`config.mk`:
```
export PLATFORM = sky130hd
export DESIGN_NAME = issue_sched
export DESIGN_NICKNAME = d
export VERILOG_FILES = /design/src/rtl/issue_sched_pkg.sv /design/src/rtl/issue_sched_rr_pick.sv /design/src/rtl/issue_sched.sv
export SDC_FILE = /design/constraint.sdc
export NUM_CORES = 1
export LEC_CHECK = 0
export ABC_CLOCK_PERIOD_IN_PS = 4200
export BUFFER_PORTS_ARGS = -buffer_cell sky130_fd_sc_hd__buf_2
export CAP_MARGIN = 0
export CORE_MARGIN = 3
export CORE_UTILIZATION = 42
export CTS_CLUSTER_DIAMETER = 80
export DETAILED_ROUTE_END_ITERATION = 10
export GPL_ROUTABILITY_DRIVEN = 1
export PLACE_DENSITY = 0.83
export SKIP_LAST_GASP = 1
export SLEW_MARGIN = 5
export SYNTH_ARGS = -nofsm -noshare
export SYNTH_HDL_FRONTEND = slang
export SYNTH_SLANG_ARGS = --single-unit
```
`constraint.sdc`:
```
create_clock -name clk_i -period 4.2 [get_ports clk_i]
set_input_delay 0.21 -clock clk_i [delete_from_list [all_inputs] [get_ports clk_i]]
set_output_delay 0.21 -clock clk_i [all_outputs]
set_load 0.01 [all_outputs]
```
`src/rtl/issue_sched_pkg.sv`:
```
// issue_sched_pkg: shared unit indices, default latencies and latency-table helpers.
// Rev 1.0
`default_nettype none

package issue_sched_pkg;

    localparam int MAX_FU = 8;

    localparam int FU_INT  = 0;
    localparam int FU_LD   = 1;
    localparam int FU_MULT = 2;
    localparam int FU_DIV  = 3;

    localparam int DEF_NUM_FU  = 4;
    localparam int DEF_MAX_LAT = 8;
    localparam int DEF_DATA_W  = 32;
    localparam int DEF_TAG_W   = 6;

    localparam logic [3:0] LAT_INT  = 4'd1;
    localparam logic [3:0] LAT_LD   = 4'd1;
    localparam logic [3:0] LAT_MULT = 4'd3;
    localparam logic [3:0] LAT_DIV  = 4'd6;

    localparam logic [4*DEF_NUM_FU-1:0] DEF_FU_LAT = {LAT_DIV, LAT_MULT, LAT_LD, LAT_INT};

    function automatic int id_width(input int n);
        return (n > 1) ? $clog2(n) : 1;
    endfunction

    function automatic int lat_of(input logic [4*MAX_FU-1:0] lat_vec, input int idx);
        return int'(lat_vec[idx*4 +: 4]);
    endfunction

    // True when at least one of the first n units has the given latency.
    function automatic bit lat_used(input logic [4*MAX_FU-1:0] lat_vec, input int n,
                                    input int lat);
        bit used;
        used = 1'b0;
        for (int i = 0; i < n; i++) begin
            if (int'(lat_vec[i*4 +: 4]) == lat) begin
                used = 1'b1;
            end
        end
        return used;
    endfunction

endpackage

`default_nettype wire

```
`src/rtl/issue_sched_rr_pick.sv`:
```
// rr_pick: N-way round-robin picker, first set request at or after ptr_i wins.
// Rev 1.0
`default_nettype none

module rr_pick #(
    parameter int N  = 4,
    parameter int PW = 2
) (
    input  logic [N-1:0]  req_i,
    input  logic [PW-1:0] ptr_i,
    output logic [N-1:0]  gnt_o
);

    logic          found;
    logic [PW-1:0] idx;

    always_comb begin
        gnt_o = '0;
        found = 1'b0;
        idx   = '0;
        for (int k = 0; k < N; k++) begin
            idx = PW'((int'(ptr_i) + k) % N);
            if (!found && req_i[idx]) begin
                gnt_o[idx] = 1'b1;
                found      = 1'b1;
            end
        end
    end

endmodule

`default_nettype wire

```
`src/rtl/issue_sched.sv`:
```
// issue_sched: latency-indexed CDB reservation scheduler with per-latency round-robin issue.
// Rev 1.0
`default_nettype none

module issue_sched
    import issue_sched_pkg::*;
#(
    parameter int                 NUM_FU  = DEF_NUM_FU,
    parameter int                 MAX_LAT = DEF_MAX_LAT,
    parameter logic [4*NUM_FU-1:0] FU_LAT = DEF_FU_LAT,
    parameter int                 DATA_W  = DEF_DATA_W,
    parameter int                 TAG_W   = DEF_TAG_W
) (
    input  logic                     clk_i,
    input  logic                     rst_ni,
    input  logic                     flush_i,
    input  logic [NUM_FU-1:0]        req_i,
    input  logic [NUM_FU-1:0]        fu_busy_i,
    input  logic [NUM_FU*DATA_W-1:0] fu_result_i,
    input  logic [NUM_FU*TAG_W-1:0]  fu_tag_i,
    output logic [NUM_FU-1:0]        grant_o,
    output logic                     cdb_valid_o,
    output logic [DATA_W-1:0]        cdb_data_o,
    output logic [TAG_W-1:0]         cdb_tag_o,
    output logic [NUM_FU-1:0]        cdb_src_o
);

    localparam int                  FU_ID_W = id_width(NUM_FU);
    localparam logic [4*MAX_FU-1:0] LAT_VEC = (4*MAX_FU)'(FU_LAT);

    logic                              en_q;
    logic [MAX_LAT-1:0]                v_q, v_d;
    logic [MAX_LAT-1:0][FU_ID_W-1:0]   id_q, id_d;
    logic [FU_ID_W-1:0]                rr_ptr_q, rr_ptr_d;

    logic [NUM_FU-1:0]                 slot_free;
    logic [NUM_FU-1:0]                 elig;
    logic [MAX_LAT:1][NUM_FU-1:0]      cls_gnt;
    logic [NUM_FU-1:0]                 grant;
    logic                              ptr_found;
    logic [FU_ID_W-1:0]                ptr_idx;

    // A grant lands in r[L-1] after the shift, so it collides with whatever now sits in r[L].
    genvar gu, gl;
    generate
        for (gu = 0; gu < NUM_FU; gu++) begin : g_unit
            localparam int UL = lat_of(LAT_VEC, gu);
            if (UL >= MAX_LAT) begin : g_top_slot
                assign slot_free[gu] = 1'b1;
            end else begin : g_slot
                assign slot_free[gu] = ~v_q[UL];
            end
        end
    endgenerate

    // en_q keeps grants off while reset is held and until the first edge after release.
    assign elig = req_i & ~fu_busy_i & slot_free & {NUM_FU{en_q & ~flush_i}};

    generate
        for (gl = 1; gl <= MAX_LAT; gl++) begin : g_cls
            if (lat_used(LAT_VEC, NUM_FU, gl)) begin : g_pick
                logic [NUM_FU-1:0] cls_req;
                for (gu = 0; gu < NUM_FU; gu++) begin : g_mask
                    if (lat_of(LAT_VEC, gu) == gl) begin : g_in
                        assign cls_req[gu] = elig[gu];
                    end else begin : g_out
                        assign cls_req[gu] = 1'b0;
                    end
                end
                rr_pick #(
                    .N  (NUM_FU),
                    .PW (FU_ID_W)
                ) u_pick (
                    .req_i (cls_req),
                    .ptr_i (rr_ptr_q),
                    .gnt_o (cls_gnt[gl])
                );
            end else begin : g_none
                assign cls_gnt[gl] = '0;
            end
        end
    endgenerate

    always_comb begin
        grant = '0;
        for (int l = 1; l <= MAX_LAT; l++) begin
            grant = grant | cls_gnt[l];
        end
    end

    assign grant_o = grant;

    always_comb begin
        rr_ptr_d  = rr_ptr_q;
        ptr_found = 1'b0;
        ptr_idx   = '0;
        for (int k = 0; k < NUM_FU; k++) begin
            ptr_idx = FU_ID_W'((int'(rr_ptr_q) + k) % NUM_FU);
            if (!ptr_found && grant[ptr_idx]) begin
                rr_ptr_d  = FU_ID_W'((int'(ptr_idx) + 1) % NUM_FU);
                ptr_found = 1'b1;
            end
        end
    end

    always_comb begin
        v_d  = '0;
        id_d = '0;
        for (int k = 0; k < MAX_LAT - 1; k++) begin
            v_d[k]  = v_q[k+1];
            id_d[k] = id_q[k+1];
        end
        for (int i = 0; i < NUM_FU; i++) begin
            for (int k = 0; k < MAX_LAT; k++) begin
                if (grant[i] && (lat_of(LAT_VEC, i) == k + 1)) begin
                    v_d[k]  = 1'b1;
                    id_d[k] = FU_ID_W'(i);
                end
            end
        end
        if (flush_i) begin
            v_d = '0;
        end
    end

    always_ff @(posedge clk_i or negedge rst_ni) begin
        if (!rst_ni) begin
            en_q     <= 1'b0;
            v_q      <= '0;
            id_q     <= '0;
            rr_ptr_q <= '0;
        end else begin
            en_q     <= 1'b1;
            v_q      <= v_d;
            id_q     <= id_d;
            rr_ptr_q <= rr_ptr_d;
        end
    end

    assign cdb_valid_o = v_q[0];

    always_comb begin
        cdb_data_o = '0;
        cdb_tag_o  = '0;
        cdb_src_o  = '0;
        for (int i = 0; i < NUM_FU; i++) begin
            if (v_q[0] && (id_q[0] == FU_ID_W'(i))) begin
                cdb_data_o   = fu_result_i[i*DATA_W +: DATA_W];
                cdb_tag_o    = fu_tag_i[i*TAG_W +: TAG_W];
                cdb_src_o[i] = 1'b1;
            end
        end
    end

endmodule

`default_nettype wire

```
# --- Yosys cells after proc, flatten, opt, wreduce, memory -nomap -nowiden ---
# Index checks and enable logic that the tools add are counted.
word_totals:
  regBits: 23
  latchBits: 0
  ramBits: 0
  mem_bits_ro: 0
  in_bits: 163
  output_inout_bits: 47
  wordCells: 169
  memories: 0
classes:
  addsub: 6
  mul: 0
  div_mod_pow: 0
  order_cmp: 8
  n_eq_ne: 3
  shifts: 0
  mux: 89
  bitwise: 20
  n_reduce_logical: 34
ops:
  columns: ["operator", "count"]
  rows:
  - ["two-way mux 32 bit", 4]
  - ["two-way mux 4 bit", 12]
  - ["OR 4 bit", 11]
  - ["two-way mux 1 bit", 40]
  - ["binary-select mux 1 bit (select 2 bit)", 16]
  - ["two-way mux 6 bit", 4]
  - ["logical AND 1 bit", 20]
  - ["two-way mux 2 bit", 8]
  - ["bitwise AND 4 bit", 3]
  - ["logical NOT 1 bit", 12]
  - ["< comparator 2 x 3 -> 1 bit (second input constant)", 4]
  - ["adder 2 x 1 -> 2 bit (second input constant)", 4]
  - ["demux 1 bit (select 2 bit)", 4]
  - ["greater-or-equal comparator 2 x 1 -> 1 bit (second input constant)", 4]
  - ["two-way mux 7 bit", 1]
  - ["adder 2 bit (second input constant)", 2]
  - ["equality test 2 bit (second input constant)", 2]
  - ["NOT 1 bit", 4]
  - ["NOT 4 bit", 1]
  - ["nonzero test 4 bit", 1]
  - ["equality test 2 x 1 -> 1 bit (second input constant)", 1]
  - ["logical NOT 2 bit", 1]
  - ["bitwise AND 1 bit", 1]

# --- Longest topological paths before layout ---
# Gate-level depths: netlist (run 1).
logic_depth:
  word_depth: 30
  depth_mapped: 14

# --- Cells and area by module ---
# Synthesis (run 1) repeated with hierarchy kept, for this count alone.
hier_totals:
  hier_cells: 261
  area_unflattened_um2: 2935.3
by_module_without_submodules:
  columns: ["mod", "instances", "cells_per_inst", "area_each_um2", "seq_area_each_um2"]
  rows:
  - ["issue_sched", 1, 153, 1921.8, 450.4]
  - ["rr_pick", 3, 36, 337.8, 0.0]

# --- Worst setup path before layout (run 1) ---
# OpenSTA, ideal clock, no wires.
synth_timing:
  kind: "reg2reg"
  start: "register rr_ptr_q[0]"
  end: "register rr_ptr_q[1]"
  setup_time_ps: 128
  arrival_time_ps: 3088
  required_time_ps: 4072
  path_slack_ps: 984
  path_stages_with_launch: 13
  path_buffers: 1
  path_cell_list: "dfrtp_1 clkinv_1 ha_1 buf_2 nor3b_1 o22ai_2 a221o_1 nand4_1 nand4_2 or3_1 a311o_1 nand2_1 o211ai_2"
synth_via:
  elab_chain_len: 26
  elab_cells_between_ends: 122
synth_rtl:
  columns: ["item", "line_no", "text"]
  rows:
  - ["start: declaration", "issue_sched.sv:34", "logic [FU_ID_W-1:0] rr_ptr_q, rr_ptr_d;"]
  - ["start signal: assignment", "issue_sched.sv:136", "rr_ptr_q <= rr_ptr_d;"]
  - ["branches (longest 26 deep; another with < comparator 2 x 3 -> 1 bit)", null, null]
# Parallel ways; which one is timed is not known. The select of a mux whose other input is x is not followed.
# A chain may end at the register's enable or synchronous reset.

# --- Worst setup path in the final report (run 1) ---
layout_timing:
  start: "register rr_ptr_q[1]"
  end: "register rr_ptr_q[1]"
# Same word-level chain as after synthesis.

==> results of run 1 <==
-- final timing paths --
check	from	endpoint	slack (ns)	depth (start not counted)
hold / removal	flush_i	v_q[4]	0.23	2
setup / recovery	rr_ptr_q[1]	rr_ptr_q[1]	0.80	12
setup reg to reg	rr_ptr_q[1]	rr_ptr_q[1]	0.80	12
hold reg to reg	id_d[3]	id_q[3]	0.35	0
max in group asynchronous	rst_ni	id_q[0]	3.50	2
min in group asynchronous	rst_ni	id_d[3]	0.40	2
-- flip-flops by register name, indices dropped and copies added, names as in the netlist --
register and cells:
v_q 6, id_d 4, id_q 5, rr_ptr_q 2, en_q 1
-- worst register-to-register path: cells and delay by family (launching register included) --
kind	cells	cell delay, ns
AOI/OAI and AO/OA	4	0.81
DFF	1	0.34
muxes	2	0.46
and+or+nand+nor	3	0.64
buffers and inverters	2	0.43
adders and majority gates	1	0.63
-- per-layer routing --
layer  vias up  part of all wire  routed length (µm)
li1       1487                 -                   -
met1      1599              0.40                4750
met2       207              0.50                5840
met3        10             0.091                1070
met4         0             0.011                 126
met5         -                 0                   0
-- area by class of cell --
class	count	area, µm²
antenna	1	2.50
clock buffer	4	55.1
fill	577	2460
inverter	7	26.3
multi-input combinational	232	2230
sequential	18	453
tap	77	96.3
timing repair buffer	215	1090
-- power groups by stage --
stage | Clock, µW | Combinational (µW) | Sequential, µW
after floorplan | 0 | 1270 | 264
after global placement | 0 | 1600 | 377
after detailed placement | 0 | 1630 | 387
after CTS | 142 | 1630 | 382
after global routing | 149 | 1770 | 400
final | 137 | 1650 | 376
-- layout by cell type, fill, tap and decap left out, types with 5 or more instances in the layout --
cell	n
dfrtp_1	16
and2_1	40
ha_1	8
nand2b_1	5
buf_4	5
nand3b_1	6
nor2b_1	11
o21ai_0	10
inv_1	6
nand2_1	12
nor2_1	13
buf_2	209
mux4_2	38
nor3b_1	7
-- cells by family (layout without fill, tap and decap cells) --
kind of cell,count (synthesis),count (layout),synth area share
and+or+nand+nor,125,125,0.271
AOI/OAI and AO/OA,54,54,0.156
muxes,44,44,0.326
buffers and inverters,32,226,0.0509
DFF,18,18,0.159
adders and majority gates,8,8,0.0354
other,1,2,0.00133
-- through the flow --
stage / utilization / cells
2_1_floorplan: - / 282
6_report: 0.617 / 554
3_5_place_dp: 0.606 / 548
3_3_place_gp: 0.606 / 548
5_1_grt: 0.617 / 554
4_1_cts: 0.616 / 553
==> impl_results.md, run 1 <==
- Gate power share: 0.763
- CTS tree: yes
- CTS Buf Count: 3
- Setup TNS: 0 ns
- CP bufs+invs: 2
- Syn Nets: 453
- Hold slack: about 0.23 ns
- Sw power: 1040 µW
- Clock-pin slew on the worst setup and hold paths: 0.07 ns
- Clk_lat worst skew: 0.25 ns
- Kind of end point of the critical path: flop
- Crit path launch type: flop
- PD cells: ~550 nW/µm²
- Hold Path Class: in2reg
- Die height: just under 90 µm
- Reg power frac: 0.174
- Setup CP Type: reg2reg
- Post-CTS resize count: 0
- Area grow syn2layout: 40.0%
- Crit share post-route: 0.809
- Most used DFF post-synth: dfrtp_1
- Warnings from Yosys: 0
- Max-slew violations: 0
- Placed cell area: 3890 µm²
- Post-synth top cells: 40 x and2_1, 38 x mux4_2, 18 x dfrtp_1, 13 x nor2_1, 12 x nand2_1
- Slowest stage delay, CP: 0.62 ns
- M2 GR Usage: 0.468
- Number of flops mapped to enable cells by yosys: 0
- CP max stage cell: ha_1
- Power Internal: 1120 µW
- Post-DP HPWL: ~10000 µm
- DP Worst Slack: 0.880 ns
- Grt ovf: 0
- Clock sinks: 18
- DRT Pass-1 Iters: 5
- Pleak: 0.00189 µW
- Layout cells sized above 1: 0.578
- Die Wd: 88.1 µm
- Row Count: 29
- Largest net degree at the start of global routing: 44
- Gr usage total: 0.278
- Synth async-reset ratio: 1.00
- Worst Path Arrival: 3.58 ns
- Pwr Total: 2160 µW
- Crit path cell chain: inv_1, ha_1, buf_4, nand2b_1, nor2_1, o22a_1, o32a_1, o221ai_4, mux2i_2, mux2_2, or3_1, o211ai_2
- IO Port Bufs: 209
- Worst-Margin Slew: 1.05 ns
- RD Place Congestion: 0.922
- Routed vias/inst: approximately 6.0
- Setup ws final: 0.801 ns
- CP delay by family, top: compound AO/OA/AOI/OAI gates
- Max-cap violation count: 0
- Top-area cell type share of the netlist area: 0.303
- Final Cell Area: 3960 µm²
- Drt total wl: 11800 µm
- Final worst path period need: 3.40 ns
- CTS Buffer Depth: 2
- Sequential-to-total area share from yosys stat: 0.159
- Final setup violation count: 0
- Most common cell in the netlist: and2_1
- Initial DRC Count: 219
- Die area: 7750 µm²
- Drc violations: 0
- VDD IR max: 464 µV
- Vias in the first global route: about 3000
- # IOs: 210
- GRT met3 Usage: 0.0245
- Syn Inst Count: 282
- Postcts setup bufs: 0
- Final ANT Viol Nets: 0
- Synthesized area: 2830 µm²
- Register bit count reported by yosys: 18
- Initial Util: 0.440
- First-pass GRT wire length: between 15000 and 20000 µm
- Drt wl/cell: 21.3 µm
- Clock root cell: clkbuf_8
- Worst path required time: 4.38 ns
- Layout Skew: 0.00710 ns
- Core area: 6420 µm²
- Cts hold-fix bufs: 1
- Post-synthesis cell type count: slightly below 70
- Clock power share: 0.063
- Layout Nets: 648
- CP Max Fanout: 15
- Final Hold Viols: 0
- Busiest grt layer: met2
- GR Util met1: 0.401
- Syn_area_per_cell: about 10 µm²
- Ranking of synthesized cells by area: mux4_2 30%, dfrtp_1 16%, and2_1 8.8%
- Largest area contributor in the netlist: mux4_2
- Rel. slew slack: 0.298
- Antenna violations before repair: 1
- Via count: 3303
- Unrepaired setup endpoints after global routing: false
- Status: finished, final reports clean
- Fmax: approximately 0.29 GHz
- Sw Share: 0.481
- H-tree depth: 1
Note: power is estimated with default switching activity, not from simulation.
==> run 2: changes to the inputs <==
ABC_CLOCK_PERIOD_IN_PS = 3000   (was 4200)
CORE_UTILIZATION = 38   (was 42)
PLACE_DENSITY = 0.79   (was 0.83)
clock period = 3 ns   (was 4.2 ns; I/O delays follow)
==> impl_results.md, run 2 (synthesized netlist as in run 1, its figures left out) <==
- Final setup violation count: 0
- Die height: 92.3 µm
- Pwr Total: 3210 µW
- Vias in the first global route: 3209
- Crit path launch type: flop
- DRT Pass-1 Iters: 4
- Pleak: 0.00195 µW
- Area grow syn2layout: 45.7%
- Final ANT Viol Nets: 0
- Initial Util: 0.403
- Kind of end point of the critical path: flop
- Postcts setup bufs: 0
- Gr usage total: 0.277
- Row Count: 30
- Unrepaired setup endpoints after global routing: false
- M2 GR Usage: 0.471
- PD cells: between 700 and 800 nW/µm²
- Fmax: 0.354 GHz
- Layout cells sized above 1: 0.605
- Sw power: 1510 µW
- Routed vias/inst: 5.74
- Setup TNS: 0 ns
- Max-cap violation count: 0
- Reg power frac: 0.147
- Crit share post-route: 0.943
- Flop2flop setup slack: 0.17 ns
- Power Internal: 1700 µW
- CP delay by family, top: compound AO/OA/AOI/OAI gates
- Crit path cell chain: buf_4, or3b_1, o22ai_2, buf_4, nand3_1, o31a_1, and4_1, a31o_2, o221a_2, o32ai_1, o211ai_2
- Final Hold Viols: 0
- CTS Buf Count: 3
- Util after Layout: 0.587
- Top cell by count, worst path: buf_4
- CP Max Fanout: 15
- Drc violations: 0
- Worst Path Arrival: 2.96 ns
- Rel. slew slack: 0.324
- Clk_lat worst skew: 0.25 ns
- Initial DRC Count: 233
- Clock sinks: 18
- Worst-Margin Slew: between 1 and 1.5 ns
- DP Worst Slack: 0.0590 ns
- Clock power share: 0.060
- Hold Path Class: in2reg
- Sw Share: 0.470
- Setup CP Type: reg2reg
- CTS Buffer Depth: 2
- Largest net degree at the start of global routing: 44
- First-pass GRT wire length: 18300 µm
- CP max stage cell: or3b_1
- Dpl cells: 579
- Worst path required time: 3.13 ns
- Gate power share: 0.794
- Max-slew violations: 0
- Post-DP HPWL: between 10000 and 15000 µm
- Clock root cell: clkbuf_8
- Via count: between 3000 and 4000
- Core area: 7020 µm²
- CTS tree: yes
- Layout Skew: between 0.001 and 0.0015 ns
- Most common cell after layout, fill and taps aside: buf_2
- Drt total wl: 12300 µm
- Drt wl/cell: 21.0 µm
- Final worst path period need: between 2 and 3 ns
- H-tree depth: 1
- Status: finished, final reports clean
- Die Wd: approximately 92 µm
- GRT met3 Usage: 0.0599
- Busiest grt layer: met2
- Non-filler cells, final: 586
- Setup ws final: about 0.17 ns
- Clock-pin slew on the worst setup and hold paths: roughly 0.060 ns
- Largest register by flop count: v_q
- Most frequent cells in the layout: 209 x buf_2, 40 x and2_1, 38 x mux4_2
- IO Port Bufs: roughly 210
- Layout Nets: 660
- VDD IR max: ~520 µV
- Slowest stage delay, CP: 0.48 ns
- Antenna violations before repair: 3
- Max reg flops: 6
- Die area: 8510 µm²
- # IOs: 210
- CP bufs+invs: 2
- RD Place Congestion: 0.945
- GR Util met1: 0.366
- Grt ovf: 0
run 2: changes by cell type in the layout (fill, tap and decap cells not counted), sizes merged:
cell,previous run,this run
buf,214,226
clkinvlp,0,1
diode,1,2
inv,6,5
run 2: worst paths after layout:
check                                    to  cells after the start        start
worst min-delay path                 v_q[1]                      2      flush_i
min in group asynchronous            v_q[5]                      2       rst_ni
max in group asynchronous       rr_ptr_q[1]                      2       rst_ni
worst max-delay path            rr_ptr_q[1]                     11  rr_ptr_q[0]
worst max register to register  rr_ptr_q[1]                     11  rr_ptr_q[0]
worst min register to register      id_q[2]                      0      id_d[2]
run 2: stage by stage:
step	hold WS, ns	instance area, µm²
final	0.163	4120
after global routing	0.186	4120
after CTS	0.164	4090
after detailed placement	0.0953	4030
after global placement	0.0817	4030
after floorplan	-0.146	2860
run 2: power groups by stage:
stage                     Combinational (µW)  Sequential, µW  Clock, µW
final                                   2540             471        191
after global routing                    2740             489        211
after CTS                               2500             476        198
after detailed placement                2480             481          0
after global placement                  2460             471          0
after floorplan                         1800             375          0
run 2: what timing repair did:
action                                 in CTS  in global routing
setup endpoints to repair                   0                  2
gates resized for setup                     0                  5
hold buffers                                1                  0
endpoints found under the hold margin      18                  0
run 2: per-layer routing:
metal | share of wire | vias up
li1 | - | 1505
met5 | 0.0011 | -
met4 | 0.017 | 2
met1 | 0.40 | 1638
met3 | 0.086 | 20
met2 | 0.49 | 197
run 2: area by class of cell:
cell class / count / area [µm²]
tap: 96 / 120
multi-input combinational: 232 / 2270
inverter: 7 / 31.3
sequential: 18 / 455
clock buffer: 4 / 55.1
timing repair buffer: 227 / 1180
antenna: 2 / 5.00
fill: 646 / 2900
==> run 3: changes to the inputs <==
PLACE_DENSITY = 0.9   (was 0.79)
==> impl_results.md, run 3 (synthesized netlist as in run 1, its figures left out) <==
- Worst path required time: 3.17 ns
- Most common cell after layout, fill and taps aside: buf_2
- Post-DP HPWL: 10600 µm
- Max reg flops: 6
- Layout cells sized above 1: 0.616
- Worst-Margin Slew: between 1 and 1.5 ns
- # IOs: 210
- Clk_lat worst skew: 0.25 ns
- RD Place Congestion: 0.946
- Worst Path Arrival: 3.11 ns
- Register area: ~460 µm²
- Clock sinks: 18
- CTS Buffer Depth: 2
- Placed cell area: 4020 µm²
- Row Count: 30
- Die area: 8510 µm²
- WHS Path Cells: 2
- Crit share post-route: 0.978
- CP Max Fanout: 21
- DRT Pass-1 Iters: 7
- Pleak: about 0.002 µW
- Vias in the first global route: 3250
- CTS Buf Count: 3
- H-tree depth: 1
- Rel. slew slack: 0.311
- Status: finished, final reports clean
- Routed vias/inst: 5.82
- Max-cap violation count: 0
- Layout Nets: 664
- Drt wl/cell: 21.4 µm
- PD cells: about 800 nW/µm²
- Pwr Total: 3310 µW
- First-pass GRT wire length: 17900 µm
- Setup ws final: 0.0647 ns
- Crit path launch type: flop
- Drc violations: 0
- Area grow syn2layout: 47.3%
- Final Hold Viols: 0
- Initial DRC Count: between 200 and 300
- Die height: roughly 92 µm
- Clock root cell: clkbuf_8
- Clock-pin slew on the worst setup and hold paths: roughly 0.070 ns
- DP Worst Slack: 0.0888 ns
- Final ANT Viol Nets: 0
- Hold Path Class: in2reg
- CTS tree: yes
- Most frequent cells in the layout: 209 x buf_2, 40 x and2_1, 38 x mux4_2
- Grt ovf: 0
- Setup CP Type: reg2reg
- Kind of end point of the critical path: flop
- Via count: 3424
- Layout Skew: 0.000991 ns
- VDD IR max: 746 µV
- Gr usage total: 0.274
- Largest register by flop count: v_q
- Drt total wl: about 13000 µm
- Max-slew violations: 0
- Final setup violation count: 0
- Die Wd: 92.3 µm
- R2r worst-path depth: 9
- Largest net degree at the start of global routing: 44
- Antenna violations before repair: 0
- Core area: about 7000 µm²
- Antenna Cells: 0
- Final Cell Area: 4170 µm²
- Initial Util: 0.403
- Final worst path period need: 2.94 ns
- Fmax: between 0.3 and 0.4 GHz
- Area taken by multi-input logic gates: 2290 µm²
- Fillers: 625
- IO Port Bufs: approximately 210
run 3: power breakdown:
| part | switching, µW | leakage (µW) | internal (µW) |
|---|---|---|---|
| logic | 1260 | 0.00172 | 1320 |
| registers | 217 | 0.000230 | 320 |
| clock network | 77.1 | 0.0000288 | 116 |
run 3: through the flow:
stage                      util  hold slack (ns)  std cells  TNS (ns)
after CTS                 0.582            0.176        583         0
after detailed placement  0.573           0.0965        578         0
after floorplan               -           -0.146        282         0
after global routing      0.593            0.185        588   -0.0253
final                     0.593            0.176        588         0
after global placement    0.573           0.0790        578         0
run 3: repair_timing:
| item | CTS | global route |
|---|---|---|
| hold endpoints to repair | 18 | 0 |
| setup buffers | 0 | 5 |
| hold buffers | 1 | 0 |
| resized for setup | 0 | 10 |
| endpoints found under the setup margin | 0 | 2 |
run 3: final timing paths:
kind                              from     endpoint  slack (ns)
max                        rr_ptr_q[0]  rr_ptr_q[1]        0.06
min                            flush_i       v_q[2]        0.18
max reg2reg                rr_ptr_q[0]  rr_ptr_q[1]        0.06
min reg2reg                    id_d[2]      id_q[2]        0.36
max in group asynchronous       rst_ni  rr_ptr_q[1]        2.35
min in group asynchronous       rst_ni      id_d[6]        0.35
run 3: final cells by class:
class                      instances  share of cell area
inverter                           7             0.00751
multi-input combinational        232               0.550
tap                               96              0.0288
clock buffer                       4              0.0132
sequential                        18               0.109
timing repair buffer             231               0.291
run 3: critical path, stage by stage (launching register included):
cell and delay [ns]:
dfrtp_2 0.41, buf_4 0.21, nor3_1 0.39, nor2_1 0.19, o311ai_1 0.54, or3_1 0.26
mux2i_2 0.11, mux2_2 0.30, or3_1 0.38, o211ai_2 0.07
run 3: metal layers:
layer / share of wire / vias up / GRT usage / wire length (µm)
li1: - / 1525 / - / -
met5: 0 / - / 0 / 0
met2: 0.50 / 221 / 0.462 / 6250
met3: 0.11 / 23 / 0.0722 / 1330
met4: 0.019 / 0 / 0.0309 / 239
met1: 0.38 / 1655 / 0.366 / 4800
